<file path="config.mk">
export PLATFORM = sky130hd
export DESIGN_NAME = keep_one_in_n_mc
export DESIGN_NICKNAME = d
export VERILOG_FILES = /design/src/rtl/keep_one_in_n_mc.sv
export SDC_FILE = /design/constraint.sdc
export NUM_CORES = 1
export LEC_CHECK = 0
export ABC_AREA = 1
export ABC_CLOCK_PERIOD_IN_PS = 2600
export BUFFER_PORTS_ARGS = -buffer_cell sky130_fd_sc_hd__clkbuf_2
export CAP_MARGIN = 10
export CORE_MARGIN = 2
export CORE_UTILIZATION = 45
export DETAILED_ROUTE_END_ITERATION = 6
export PLACE_DENSITY = 0.68
export SYNTH_ARGS = -nofsm -noshare
export SYNTH_HDL_FRONTEND = slang
export SYNTH_SLANG_ARGS = --single-unit
</file>
<file path="constraint.sdc">
create_clock -name clk -period 2.6 [get_ports clk]
set_input_delay 0.13 -clock clk [delete_from_list [all_inputs] [get_ports clk]]
set_output_delay 0.13 -clock clk [all_outputs]
set_load 0.01 [all_outputs]
</file>
<file path="src/rtl/keep_one_in_n_mc.sv">
// rtl/keep_one_in_n_mc.sv - keep one sample group or packet in N, 2-entry output skid buffer
// KEEP_ONE_IN_N_MC_STATS_EN adds the drop_cnt output and its saturating counter.
module keep_one_in_n_mc #(
  parameter int WIDTH  = 32,
  parameter int MAX_N  = 65535,
  parameter int NUM_CH = 1,
  localparam int NW    = $clog2(MAX_N + 1),
  localparam int CW    = (NUM_CH > 1) ? $clog2(NUM_CH) : 1
) (
  input  logic             clk,
  input  logic             reset_n,
  input  logic [NW-1:0]    n,
  input  logic             mode,
  input  logic [WIDTH-1:0] i_tdata,
  input  logic             i_tlast,
  input  logic             i_tvalid,
  output logic             i_tready,
  output logic [WIDTH-1:0] o_tdata,
  output logic             o_tlast,
  output logic             o_tvalid,
  input  logic             o_tready
`ifdef KEEP_ONE_IN_N_MC_STATS_EN
  ,
  output logic [31:0]      drop_cnt
`endif
);

  logic [NW-1:0]    r_n, r_grp_cnt, r_pkt_cnt;
  logic             r_mode, r_in_pkt;
  logic [CW-1:0]    r_ch_idx;
  logic [WIDTH-1:0] r_data0, r_data1;
  logic             r_last0, r_last1;
  logic [1:0]       r_count;

  logic [NW-1:0] w_n_eff, w_grp_next, w_pkt_next;
  logic          w_cfg_chg, w_keep, w_full, w_acc, w_push, w_pop, w_ch_last, w_out_last;

  assign w_n_eff    = (n == '0) ? NW'(1) : n;
  // Config only follows the inputs between packets; a change restarts all counters.
  assign w_cfg_chg  = !r_in_pkt && ((w_n_eff != r_n) || (mode != r_mode));
  assign w_keep     = r_mode ? (r_pkt_cnt >= r_n) : (r_grp_cnt >= r_n);
  assign w_out_last = r_mode ? i_tlast : (i_tlast && (r_pkt_cnt >= r_n));
  assign w_ch_last  = (r_ch_idx == CW'(NUM_CH - 1));
  assign w_grp_next = (r_grp_cnt >= r_n) ? NW'(1) : r_grp_cnt + NW'(1);
  assign w_pkt_next = (r_pkt_cnt >= r_n) ? NW'(1) : r_pkt_cnt + NW'(1);

  assign w_full   = (r_count == 2'd2);
  assign i_tready = !w_keep || !w_full;
  assign w_acc    = i_tvalid && i_tready;
  assign w_push   = w_acc && w_keep;
  assign w_pop    = o_tvalid && o_tready;

  assign o_tvalid = (r_count != 2'd0);
  assign o_tdata  = r_data0;
  assign o_tlast  = r_last0;

  always_ff @(posedge clk) begin
    if (!reset_n) begin
      r_n       <= NW'(1);
      r_mode    <= 1'b0;
      r_grp_cnt <= NW'(1);
      r_pkt_cnt <= NW'(1);
      r_ch_idx  <= '0;
      r_in_pkt  <= 1'b0;
    end else begin
      if (!r_in_pkt) begin
        r_n    <= w_n_eff;
        r_mode <= mode;
      end
      if (w_acc) r_in_pkt <= !i_tlast;
      if (w_cfg_chg) begin
        r_grp_cnt <= NW'(1);
        r_pkt_cnt <= NW'(1);
        r_ch_idx  <= '0;
      end else if (w_acc) begin
        r_ch_idx <= (i_tlast || w_ch_last) ? '0 : r_ch_idx + CW'(1);
        if (!r_mode && (w_ch_last || i_tlast)) r_grp_cnt <= w_grp_next;
        if (i_tlast) r_pkt_cnt <= w_pkt_next;
      end
    end
  end

  // Entry 0 is the output head; push and pop together only happen with one entry held.
  always_ff @(posedge clk) begin
    if (!reset_n) begin
      r_data0 <= '0;
      r_data1 <= '0;
      r_last0 <= 1'b0;
      r_last1 <= 1'b0;
      r_count <= 2'd0;
    end else begin
      case ({w_push, w_pop})
        2'b10: begin
          if (r_count == 2'd0) begin
            r_data0 <= i_tdata;
            r_last0 <= w_out_last;
          end else begin
            r_data1 <= i_tdata;
            r_last1 <= w_out_last;
          end
          r_count <= r_count + 2'd1;
        end
        2'b01: begin
          r_data0 <= r_data1;
          r_last0 <= r_last1;
          r_count <= r_count - 2'd1;
        end
        2'b11: begin
          r_data0 <= i_tdata;
          r_last0 <= w_out_last;
        end
        default: ;
      endcase
    end
  end

`ifdef KEEP_ONE_IN_N_MC_STATS_EN
  logic [31:0] r_drop_cnt;

  always_ff @(posedge clk) begin
    if (!reset_n) r_drop_cnt <= '0;
    else if (w_acc && !w_keep && (r_drop_cnt != 32'hFFFF_FFFF)) r_drop_cnt <= r_drop_cnt + 32'd1;
  end

  assign drop_cnt = r_drop_cnt;
`endif

endmodule

</file>
# After elaboration in Yosys (flattened, before gate mapping)
# Index checks and enable logic that the tools add are counted.
# word_totals
reg_bits	119
input_bits	54
wordCells	63
# classes
bitwise_logic	3
reduce_logical	24
mux	11
magnitude_cmp	2
n_addsub	5
n_eq_ne	7
# op_table
operator	count
one-hot mux 32 bit (3 select lines)	1
2-to-1 mux 16 bit	3
adder 16 x 1 -> 16 bit, second input constant	2
greater-or-equal comparator 16 bit	2
2-to-1 mux 32 bit	1
logical NOT 16 bit	1
inequality test 16 bit	1
AND reduction 2 bit	4
equality test 2 bit, second input constant	3
logical AND 1 bit	6
logical NOT 1 bit	5
2-to-1 mux 1 bit	4
one-hot mux 2 bit (2 select lines)	1
nonzero test 2 bit	2
logical OR 1 bit	3
inverter 1 bit	3
one-hot mux 1 bit (3 select lines)	1
nonzero test 3 bit	1
adder 2 x 1 -> 2 bit, second input constant	1
equality test 2 x 1 -> 1 bit, second input constant	1
logical NOT 2 bit	1
inequality test 2 bit, second input constant	1
OR reduction 2 bit	1
subtractor 2 x 1 -> 2 bit, second input constant	1
2 further kinds	2

# Logic depth before layout (Yosys ltp)
# Gate-level depths: netlist (run 1).
# logic_depth
depth_word	9
depth_mapped	26

# Least setup slack after synthesis (run 1)
# No wires, ideal clock.
# synth_path
path_kind	reg-to-reg
from	reg r_n[7]
to	reg r_data0[23] (netlist: o_tdata[23])
period_less_slack_ns	2.776
stages_incl_launch_ff	26
t_required_ns	2.536
setup_slack_ns	-0.176
n_path_buf	3
t_arrival_ns	2.712
setup_ns	0.064
path_cell_list	dfxtp_1 inv_1 ha_1 nand2_1 inv_2 nand2_1 nand2_1 nor2_1 nand2_1 nand2_1 nand2_4 nand2_2 nand2_2 nand2_2 buf_6 nand2_1 inv_1 nand2_1 ha_1 clkbuf_1 inv_1 clkbuf_1 nand2_1 nand2_1 a21oi_1 nor2_1
# synth_via
elab_chain_cells	9
word_cells_on_any_way	14
classes_between	order compare (2); eq/ne (4); mux (2); reduce/logical (6)
# synth_lines
item	line_no	rtl
start, declared	28	logic [NW-1:0] r_n, r_grp_cnt, r_pkt_cnt;
start signal, assigned	67	r_n <= w_n_eff;
greater-or-equal comparator 16 bit	41	assign w_keep = r_mode ? (r_pkt_cnt >= r_n) : (r_grp_cnt >= r_n);
2-to-1 mux 1 bit (*)	41	
logical NOT 1 bit	48	assign i_tready = !w_keep || !w_full;
logical OR 1 bit	48	
logical AND 1 bit	49	assign w_acc = i_tvalid && i_tready;
logical AND 1 bit (*)	50	assign w_push = w_acc && w_keep;
equality test 2 bit / equality test 2 x 1 -> 1 bit (equally long branches)	92	case ({w_push, w_pop})
inequality test 2 bit (no line) / nonzero test 3 bit (equally long branches)	-	
AND reduction 2 bit (no line)	-	
end signal, assigned	95	r_data0 <= i_tdata;
end signal, assigned	104	r_data0 <= r_data1;
end signal, assigned	109	r_data0 <= i_tdata;
end, declared	31	logic [WIDTH-1:0] r_data0, r_data1;
# Every way passes the cells marked *; elsewhere a longest branch is shown, timed or not.
# A chain may end at the register's enable or synchronous reset.

# Worst setup path in the final report (run 1)
# layout_path
from	reg r_n[5]
to	reg r_data1[17]
# layout_via
elab_chain_cells	8
word_cells_on_any_way	9
classes_between	order compare (2); eq/ne (1); mux (1); reduce/logical (5)
# layout_lines
item	line_no	rtl
greater-or-equal comparator 16 bit	41	
2-to-1 mux 1 bit (*)	41	
logical NOT 1 bit	48	
logical OR 1 bit	48	
logical AND 1 bit	49	
logical AND 1 bit (*)	50	
equality test 2 bit (*)	92	
AND reduction 2 bit (no line) (*)	-	
end signal, assigned	98	r_data1 <= i_tdata;
end, declared	31	
# Marks and branches as above.

==> out/results.ini, run 1 <==
[status]
status = finished, violations left
violations = negative hold slack

[power_and_ir_drop]
totalPowerFinal_uw = 4870
vdd_ir_drop_max_mv = 0.411
leakagePower_uw = 0.00419
powerDensity_mw_per_mm2 = 530

[placement]
gp_congestion = 0.909
port-buffer-count = 88
dp_hpwl_microns = 12600
placedCellCount = 1339

[clock_network]
cts-htree-levels = 4
cts_inserted_buffers = 17
path_clk_slew_ns = 0.06
insertion_delay_ns = 0.42
clk_path_buf_depth = 2
clock_sinks = 119
root_buffer = clkbuf_16
tritoncts = yes

[synth]
yosysUniqueCellTypes = 33
synth_compound_area_frac = 0.130
ys_ff_latch = 119
synthMuxAreaShare = 0
yosys_warnings = 0
yosysSeqAreaShare = 0.342
synth_top_family_by_area = simple AND/OR/NAND/NOR gates
synth_nets = 1147
avgSynthCellArea_sq_um = 6.59
synth_area_sq_mm = 0.00697
postSynthCellCount = 1057
synthSimpleGateAreaFrac = 0.333
synthTopCellsByArea = dfxtp_1, nand2_1, nor2_1, a21oi_1, ha_1
yosysTopAreaCellShare = 0.342
synth_xor_area_frac = 0.0327
yosys.area.top_type = dfxtp_1
synthAdderAreaFrac = 0.0646

[finish]
area_growth_pct = 31.8
fill_cells = 1376
multi_input_area_sq_mm = 0.00419
layout_commonest_cell = nand2_1
layout.nets = 1298
layout-drive-gt1-share = 0.235
stdcell_count = 1408
seqCellArea_sq_mm = 0.00240
num_antenna_cells = 0
final_cell_mix = nand2_1, nor2_1, dfxtp_1

[detailed_routing]
via_per_inst = 5.17
wl_per_cell_microns = 13.7
drc = 0
drt_iter0_markers = 421
antenna_left = 0
vias = 7278
wirelength_microns = 19300
firstDrtPassIters = 4

[setup_path]
path_delay_family = simple AND/OR/NAND/NOR gates
cp_common_cell = nand2_4
crit_buf_inv = 4
cp.arrival_ns = 2.78
criticalPathCategory = flip-flop to flip-flop
cp_cell_sequence = inv_2 > ha_4 > nand2_1 > nand2_1 > nand2_1 > nand2_1 > nor2_1 > nand2_1 > nand2_2 > nand2_4 > nand2_4 > nand2_4 > nand2_4 > nand2_4 > inv_2 > nand2_4 > inv_2 > ha_2 > nand2_4 > buf_12 > o21ai_0 > nor2_1
slowest_delay_ns = 0.36
slowest_stage = dfxtp_2
worstPathMaxFanout = 21
cp-start-kind = flip-flop
critPathCaptureType = flip-flop
cp_data_required_time_ns = 2.91

[die]
pin_count = 89
initial_core_util = 0.460
die_w_microns = 128
rows = 45
core_area_sq_mm = 0.0151
fp.dieH_microns = 128
die_area_sq_mm = 0.0165

[timing]
fin_hold_ws_ns = -0.00539
max_freq_ghz = 0.405
relSlewSlack = 0.543
setup_tns_ns = 0
worst_slew_pin_slew_ns = 0.685
fin_crit_ns = 2.47
hold_violations = 3
setup_viol = 0
finalCritPeriodShare = 0.951
maxSlewViolCount = 0
skew_ns = 0.0110

[min_path]
hold_path.class = input port to flip-flop

[grt]
antenna_found_initial = 0
overflow = 0
grt_use_total = 0.234
grt_pass1_vias = 6491
grt_pass1_wl_microns = 31300
grt_max_degree = 67

[run]
cap_viol_max_count = 0

flip-flops by register name (all words and copies together) (netlist names):
signal / flops
r_mode: 1
r_n: 16
o_tdata: 32
r_ch_idx: 1
r_grp_cnt: 16
r_pkt_cnt: 16
r_in_pkt: 1
o_tlast: 1
r_last1: 1
r_data1: 32
r_count: 2
cells in the mapped netlist:
| master | count |
|---|---|
| buf_1 | 9 |
| ha_1 | 36 |
| nand3_4 | 1 |
| nand4_2 | 1 |
| o21ai_1 | 2 |
| nand3b_1 | 1 |
| o21ai_0 | 56 |
| clkinv_1 | 1 |
| nand4_1 | 42 |
| a21oi_1 | 90 |
| inv_2 | 5 |
| nor2_1 | 162 |
| inv_1 | 101 |
| nor3_1 | 18 |
| xor2_1 | 22 |
| nand2_1 | 248 |
| o22ai_1 | 3 |
| buf_6 | 5 |
| buf_4 | 3 |
| nand2_2 | 13 |
| buf_8 | 1 |
| xnor2_1 | 4 |
| or2_0 | 1 |
| nand3_1 | 52 |
| buf_2 | 6 |
| o2111ai_1 | 3 |
| nand2_4 | 1 |
| dfxtp_1 | 119 |
| nor4_1 | 3 |
| nand3_2 | 1 |
| o21a_1 | 1 |
| clkbuf_1 | 33 |
| a21oi_2 | 13 |
final timing paths:
kind | start | endpoint | slack, ns | depth (start not counted)
min reg2reg | r_ch_idx$_SDFFE_PP0N_ | r_ch_idx$_SDFFE_PP0N_ | 0.47 | 2
max | r_n[5]$_SDFFE_PN0N_ | r_data1[17]$_SDFFE_PN0P_ | 0.13 | 22
min | i_tdata[25] | r_data1[25]$_SDFFE_PN0P_ | -0.005 | 3
max reg2reg | r_n[5]$_SDFFE_PN0N_ | r_data1[17]$_SDFFE_PN0P_ | 0.13 | 22
routing by layer:
metal,vias to the layer above,share of wire,global-route usage
met4,0,0.022,0.0834
met5,-,0,0
li1,3729,-,-
met2,183,0.47,0.379
met3,35,0.048,0.0482
met1,3331,0.46,0.310
cell type report:
| type | instances | area share |
|---|---|---|
| inverters | 107 | 0.0456 |
| multi-input cells | 774 | 0.456 |
| clock inverters | 11 | 0.0135 |
| well taps | 188 | 0.0256 |
| repair buffers | 189 | 0.149 |
| flip-flops and latches | 119 | 0.261 |
| clock buffers | 20 | 0.0497 |
per-stage QoR:
step / worst slack [ns] / cell area (sq um) / utilization
detailed placement: -0.0394 / 7880 / 0.520
floorplan: -0.0299 / 6990 / -
global route: -0.0685 / 9190 / 0.607
finish: 0.128 / 9190 / 0.607
global placement: -0.00853 / 7880 / 0.520
CTS: 0.0111 / 8800 / 0.581
kinds of logic after synthesis:
group                    count (synthesis)
AND/OR/NAND/NOR                        544
XOR/XNOR                                26
flip-flops                             119
AO/OA/AOI/OAI                          168
buffers and inverters                  164
adder cells (fa/ha/maj)                 36
what timing repair did:
item / CTS / global route
buffers inserted: 0 / 5
hold endpoints to repair: 31 / 1
pin swaps: 0 / 20
hold buffers: 31 / 1
cloned: 0 / 1
endpoints found under the setup margin: 71 / 102
gates resized for setup: 11 / 92
power by group:
| group | total [uW] | switching, uW | internal, uW |
|---|---|---|---|
| logic | 626 | 364 | 262 |
| registers | 1910 | 36.0 | 1880 |
| clock network | 2330 | 875 | 1450 |
tightest hold or removal path, delay by kind of cell:
| family | cells | cell delay [ns] |
|---|---|---|
| AOI/OAI and AO/OA | 1 | 0.07 |
| and+or+nand+nor | 1 | 0.08 |
| buffers and inverters | 1 | 0.10 |
Power figures use the tool's default switching activity.
==> run 2, diff against run 1 <==
- ABC_CLOCK_PERIOD_IN_PS: 2600 -> 2400
- PLACE_DENSITY: 0.68 -> 0.66
- clock period: 2.6 -> 2.4 ns (I/O delays scaled with it)
==> run 2 against run 1 <==
The flow finishes with violations (negative hold slack, negative setup slack). Clock power is 11% higher. First-iteration DRC count is 2.6% higher. Largest cell class unchanged. Core utilization is 4.9 points higher. Sequential share of layout area is 1.9 points lower. Global-route usage is 0.91 points higher.
==> out/results.ini, run 2 (synthesized netlist as in run 1, its figures left out) <==
[finish]
area_growth_pct = 42.5
multi_input_area_sq_mm = 0.00454  ; +8.5%
fill_cells = 1290  ; -6.3%
num_antenna_cells = 0  ; unchanged
seqCellArea_sq_mm = 0.00241  ; +0.26%
layout_commonest_cell = nand2_1
layout-drive-gt1-share = 0.313  ; +0.0778
utilization = 0.656  ; +0.0492
final_cell_mix = nand2_1, nor2_1, dfxtp_1
stdcell_count = 1434  ; +1.8%
layout.nets = 1323  ; +1.9%

[setup_path]
worst_r2r_path_depth = 22  ; unchanged
cp_common_cell = nand2_2
rr_startpoint = r_pkt_cnt[6]$_SDFFE_PP0P_
cp.arrival_ns = 2.80  ; +0.02 ns
cp_data_required_time_ns = 2.71  ; -0.20 ns
cp-start-kind = flip-flop
worstPathMaxFanout = 6  ; -71%
critPathCaptureType = flip-flop
r2r_end = o_tdata[5]$_SDFFE_PN0P_
crit_start = r_pkt_cnt[6]$_SDFFE_PP0P_
crit_buf_inv = 4  ; unchanged
crit_end = o_tdata[5]$_SDFFE_PN0P_
cp_cell_sequence = ha_4 > nand2_2 > inv_2 > nand2_1 > nand2_1 > nor2_2 > nand2_2 > nand2_2 > nand2_4 > nand2_2 > nand2_2 > nand2_2 > nand2_4 > inv_4 > nand2_4 > ha_4 > buf_4 > buf_16 > nand2_1 > nand2_1 > a21oi_1 > nor2_1
path_delay_family = simple AND/OR/NAND/NOR gates
crit_cells = 22  ; unchanged
slowest_delay_ns = 0.42  ; +0.06 ns
criticalPathCategory = flip-flop to flip-flop
slowest_stage = dfxtp_1
r2r_setup_slack_ns = -0.09  ; -0.22 ns

[min_path]
worstHoldStart = i_tdata[29]
hold_path.class = input port to flip-flop

[timing]
hold_violations = 1  ; -2
worst_slew_pin_slew_ns = 0.789  ; +0.103 ns
rsz0062_at_grt = true
fin_crit_ns = 2.49  ; +0.0175 ns
maxSlewViolCount = 0  ; unchanged
setup_viol = 34  ; +34
skew_ns = 0.00805  ; -0.00296 ns
setup_tns_ns = -0.982  ; -0.982 ns
layout_setup_ws_ns = -0.0890  ; -0.217 ns
fin_hold_ws_ns = -0.00496  ; +0.000431 ns
max_freq_ghz = 0.402  ; -0.70%
relSlewSlack = 0.474  ; -0.0689
finalCritPeriodShare = 1.04  ; +0.0865

[clock_network]
path_clk_slew_ns = 0.06  ; about the same
cts_inserted_buffers = 17  ; unchanged
clk_path_buf_depth = 2  ; unchanged
insertion_delay_ns = 0.42  ; about the same
root_buffer = clkbuf_16
tritoncts = yes
cts-htree-levels = 4  ; unchanged
clock_sinks = 119  ; unchanged

[detailed_routing]
dr.max_layer_used = met4
drt_iter0_markers = 432  ; +2.6%
wl_per_cell_microns = 14.2  ; +3.5%
route.met2.wl_microns = 9930  ; +8.5%
vias = 7341  ; +0.87%
met3WireLength_microns = 795  ; -14%
drc = 0  ; unchanged
firstDrtPassIters = 5  ; +1
antenna_left = 0  ; unchanged
wirelength_microns = 20400  ; +5.4%
via_per_inst = 5.12  ; -0.96%
wl_met1_microns = 9370  ; +5.9%

[placement]
dp_hpwl_microns = 13000  ; +2.7%
placedCellCount = 1345  ; +0.45%
port-buffer-count = 88  ; unchanged
gp_congestion = 0.901  ; -0.91%

[grt]
antenna_found_initial = 0  ; unchanged
grt_max_degree = 86  ; +28%
grt_use_total = 0.243  ; +0.00910
grt_pass1_vias = 6455  ; -0.55%
overflow = 0  ; unchanged
grt_pass1_wl_microns = 32100  ; +2.6%

[die]
pin_count = 89  ; unchanged
initial_core_util = 0.460  ; unchanged
rows = 45  ; unchanged
die_area_sq_mm = 0.0165  ; unchanged
fp.dieH_microns = 128  ; unchanged
die_w_microns = 128  ; unchanged
core_area_sq_mm = 0.0151  ; unchanged

[power_and_ir_drop]
vdd_ir_drop_max_mv = 0.516  ; +26%
leakagePower_uw = 0.00452  ; +7.9%
powerDensity_mw_per_mm2 = 544  ; +2.7%

[status]
violations = negative hold slack, negative setup slack
status = finished, violations left

[run]
cap_viol_max_count = 0  ; unchanged

[run 2: changes by cell type in the layout (fill, tap and decap cells not counted), moves of 7 or more]
cell,delta
nand2_1,-45
a21oi_1,-20
a21oi_2,+19
buf_4,+9
nand2_2,+37
o21ai_1,-14
o21ai_0,+13
ha_4,+8
ha_1,-7
nand2_4,+7
[run 2: worst min path at each step]
| stage | end | depth (start not counted) |
|---|---|---|
| floorplan | r_n[6]$_SDFFE_PN0N_ | 2 |
| global route | r_data1[2]$_SDFFE_PN0P_ | 3 |
| global placement | r_data1[22]$_SDFFE_PN0P_ | 3 |
| detailed placement | r_data1[19]$_SDFFE_PN0P_ | 3 |
| finish | r_data1[29]$_SDFFE_PN0P_ | 3 |
| CTS | r_n[13]$_SDFFE_PN0N_ | 3 |
[run 2: per-stage QoR]
step | area [sq um] | setup slack (ns) | power (uW)
floorplan | 7240 | -0.0693 | 2490
global placement | 8160 | -0.0457 | 2700
detailed placement | 8160 | -0.127 | 2700
CTS | 9520 | -0.0358 | 5370
global route | 9930 | -0.237 | 5610
finish | 9930 | -0.0890 | 5400
[run 2: final cells by class]
type                            count  area share
Sequential cell                   119       0.242
Clock buffer                       19      0.0456
Inverter                          107      0.0446
Tap cell                          188      0.0237
Clock inverter                     13      0.0149
Timing Repair inverter              1     0.00113
Timing Repair Buffer              213       0.170
Multi-Input combinational cell    774       0.457
[run 2: report_power, final]
part	total (uW)	switching [uW]	internal [uW]
sequential	2070	38.5	2030
combinational	745	425	320
clock	2590	995	1590
[run 2: per-layer routing]
layer	track usage	vias up
met3	0.0495	28
li1	-	3781
met4	0.0685	0
met1	0.318	3370
met2	0.407	162
met5	0	-
[run 2: worst register-to-register path: cells and delay by family, from the launching register on]
kind,cells,cell delay (ns)
and+or+nand+nor,15,0.99
adders and majority gates,2,0.42
DFF,1,0.42
buffers and inverters,4,0.39
AOI/OAI and AO/OA,1,0.15
[run 2: timing repair]
item | in CTS | in global routing
gates cloned | 4 | 2
hold buffers | 36 | 1
setup buffers | 12 | 3
endpoints found under the hold margin | 36 | 1
gates resized for setup | 53 | 101
pin swaps | 6 | 54
setup endpoints to repair | 73 | 98
==> run 3, diff against run 2 <==
- ABC_AREA: 1 -> default
- BUFFER_PORTS_ARGS: -buffer_cell sky130_fd_sc_hd__clkbuf_2 -> -buffer_cell sky130_fd_sc_hd__buf_2
- CAP_MARGIN: 10 -> 0
==> run 3 against run 2 <==
The flow finishes with violations (negative setup slack). Design area is 3.9% lower. Clock skew is 0.0073 ns higher. Total power is 21% higher. Global-route usage is 2.9 points higher.
==> out/results.ini, run 3 <==
[power_and_ir_drop]
clock_power_share = 0.422  ; -0.057
leakagePower_uw = 0.00420  ; -7.2%
combPwrFrac = 0.237  ; +0.099
p_seq_frac = 0.341  ; -0.042
powerDensity_mw_per_mm2 = 686  ; +26%
vdd_ir_drop_max_mv = 0.545  ; +5.4%
p_sw_uw = 1800  ; +23%
p_sw_frac = 0.275  ; +0.00459
totalPowerFinal_uw = 6540  ; +21%
power.internal_uw = 4750  ; +20%

[grt]
grt.busiest_layer = met2
grt_use_total = 0.272  ; +0.0292
use_met2 = 0.456  ; +0.0484
overflow = 0  ; unchanged
global_route.usage.met1 = 0.329  ; +0.0118
grt_pass1_vias = 6302  ; -2.4%
use_met3 = 0.0663  ; +0.0168
grt_max_degree = 88  ; +2.3%
grt_pass1_wl_microns = 31300  ; -2.3%
antenna_found_initial = 0  ; unchanged

[setup_path]
cp-start-kind = flip-flop
criticalPathCategory = flip-flop to flip-flop
r2r_setup_slack_ns = -0.77  ; -0.68 ns
worstPathMaxFanout = 5  ; -1
worst_r2r_path_depth = 14  ; -36%
critPathCaptureType = flip-flop
r2r_end = r_data1[20]$_SDFFE_PN0P_
cp.arrival_ns = 3.52  ; +0.72 ns
crit_start = r_n[12]$_SDFFE_PN0N_
cp_data_required_time_ns = 2.75  ; +0.04 ns
rr_startpoint = r_n[12]$_SDFFE_PN0N_

[min_path]
hold_path.class = input port to flip-flop
hold_depth = 3  ; unchanged
hold_end = r_n[8]$_SDFFE_PN0N_
worstHoldStart = n[8]

[timing]
maxSlewViolCount = 0  ; unchanged
worst_slew_pin_slew_ns = 0.781  ; -0.00715 ns
setup_viol = 103  ; +200%
layout_setup_ws_ns = -0.772  ; -0.683 ns
hold_violations = 0  ; -1
fin_crit_ns = 3.17  ; +0.683 ns
rsz0062_at_grt = true
relSlewSlack = 0.479  ; +0.00477
finalCritPeriodShare = 1.32  ; +0.285
max_freq_ghz = 0.315  ; -22%
skew_ns = 0.0154  ; +0.00731 ns

[detailed_routing]
vias = 6411  ; -13%
wirelength_microns = 21600  ; +6.1%
wl_per_cell_microns = 19.3  ; +36%
drc = 0  ; unchanged
drt_iter0_markers = 490  ; +13%
antenna_left = 0  ; unchanged
firstDrtPassIters = 5  ; unchanged
via_per_inst = 5.72  ; +12%

[finish]
area_growth_pct = 53.9
final_cell_mix = dfxtp_1, nand2_1, buf_4
layout-drive-gt1-share = 0.378  ; +0.0652
num_antenna_cells = 0  ; unchanged
layout.nets = 1022  ; -23%
layout_commonest_cell = dfxtp_1
utilization = 0.715  ; +0.0592
stdcell_count = 1120  ; -22%
fill_cells = 908  ; -30%

[clock_network]
cts-htree-levels = 4  ; unchanged
root_buffer = clkbuf_16
clock_sinks = 119  ; unchanged
insertion_delay_ns = 0.43  ; about the same
path_clk_slew_ns = 0.06  ; about the same
tritoncts = yes
clk_path_buf_depth = 2  ; unchanged
cts_inserted_buffers = 17  ; unchanged

[placement]
dp_hpwl_microns = 12000  ; -7.7%
gp_congestion = 0.848  ; -5.9%
port-buffer-count = 88  ; unchanged
placedCellCount = 1015  ; -25%

[synth]
yosys-top-cells-count = nand2_1, dfxtp_1, mux2i_1
yosys_warnings = 0  ; unchanged
avgSynthCellArea_sq_um = 8.91  ; +35%
synth.most_common_cell = nand2_1
synth_area_sq_mm = 0.00620  ; -11%
postSynthCellCount = 696  ; -34%
synthTopCellsByArea = dfxtp_1, mux2i_1, ha_1, nand2_1, o211a_1
async_flop_share = 0  ; unchanged
ys_ff_latch = 119  ; unchanged
synth_nets = 786  ; -31%
yosys.area.top_type = dfxtp_1
synthFlopType = dfxtp_1
yosysUniqueCellTypes = 53  ; +61%
synth_edf_count = 0  ; unchanged
yosysSeqAreaShare = 0.384  ; +0.0423
yosysTopAreaCellShare = 0.384  ; +0.0423

[status]
status = finished, violations left
violations = negative setup slack

[die]
rows = 42  ; -6.7%
initial_core_util = 0.465  ; +0.00451
die_area_sq_mm = 0.0147  ; -11%
core_area_sq_mm = 0.0133  ; -12%
fp.dieH_microns = 121  ; -5.5%
pin_count = 89  ; unchanged
die_w_microns = 121  ; -5.5%

[run]
cap_viol_max_count = 0  ; unchanged

## run 3: metrics by stage
stage               cell area, sq um  hold slack, ns  setup TNS [ns]  worst slack [ns]
global placement                7580           0.371          -47.66            -0.535
detailed placement              7580           0.377          -53.06            -0.597
floorplan                       6430           0.255          -37.39            -0.538
CTS                             9260         0.00749          -55.62            -0.628
finish                          9540          0.0142          -70.23            -0.772
global route                    9540          0.0144          -78.44            -0.869
## run 3: cell families after synthesis
kind of cell,share of synthesized area
and+or+nand+nor,0.191
AOI/OAI and AO/OA,0.176
DFF,0.384
buffers and inverters,0.0428
muxes,0.0823
xor gates and xnor gates,0.0508
adders and majority gates,0.0726
## run 3: worst max path at each step
stage / endpoint / slack, ns / cells after the start
5_1_grt: r_data1[20]$_SDFFE_PN0P_ / -0.87 / 14
6_report: r_data1[20]$_SDFFE_PN0P_ / -0.77 / 14
3_5_place_dp: o_tdata[26]$_SDFFE_PN0P_ / -0.60 / 12
4_1_cts: o_tdata[15]$_SDFFE_PN0P_ / -0.63 / 12
3_3_place_gp: r_data1[15]$_SDFFE_PN0P_ / -0.53 / 13
2_1_floorplan: o_tdata[25]$_SDFFE_PN0P_ / -0.54 / 14
## run 3: cell type report
class | count | area [sq um] | share of cell area
sequential | 119 | 2400 | 0.252
tap | 176 | 220 | 0.0231
multi-input combinational | 511 | 4000 | 0.420
inverter | 30 | 113 | 0.0118
clock buffer | 20 | 457 | 0.0479
timing repair buffer | 253 | 2180 | 0.228
clock inverter | 11 | 173 | 0.0181
## run 3: power groups by stage
stage / Sequential (uW) / Clock [uW] / Combinational [uW]
floorplan: 2310 / 0 / 609
global placement: 2250 / 0 / 1030
detailed placement: 2260 / 0 / 1070
CTS: 2220 / 2750 / 1460
global route: 2240 / 2860 / 1640
finish: 2230 / 2760 / 1550
## run 3: worst max-delay path, cell delays in order (launching register included)
cell and delay [ns]:
dfxtp_2 0.33, inv_1 0.09, ha_1 0.32, nand4_1 0.15
or4_4 0.45, or4_4 0.43, nand4_1 0.15, nand4_1 0.24
inv_2 0.13, ha_4 0.14, nor2b_4 0.17, buf_12 0.14
buf_4 0.15, nand2_1 0.08, a21boi_1 0.14
## run 3: what timing repair did
item | CTS | global route
pin swaps | 25 | 31
hold buffers | 33 | 0
hold endpoints to repair | 33 | 0
gates cloned | 10 | 2
setup endpoints to repair | 103 | 103
buffers inserted | 24 | 10
resized for setup | 67 | 50
## run 3: layer usage
metal / vias up / share of wire
met5: - / 0
met4: 0 / 0.046
met3: 102 / 0.060
met2: 293 / 0.48
met1: 3092 / 0.41
li1: 2924 / -
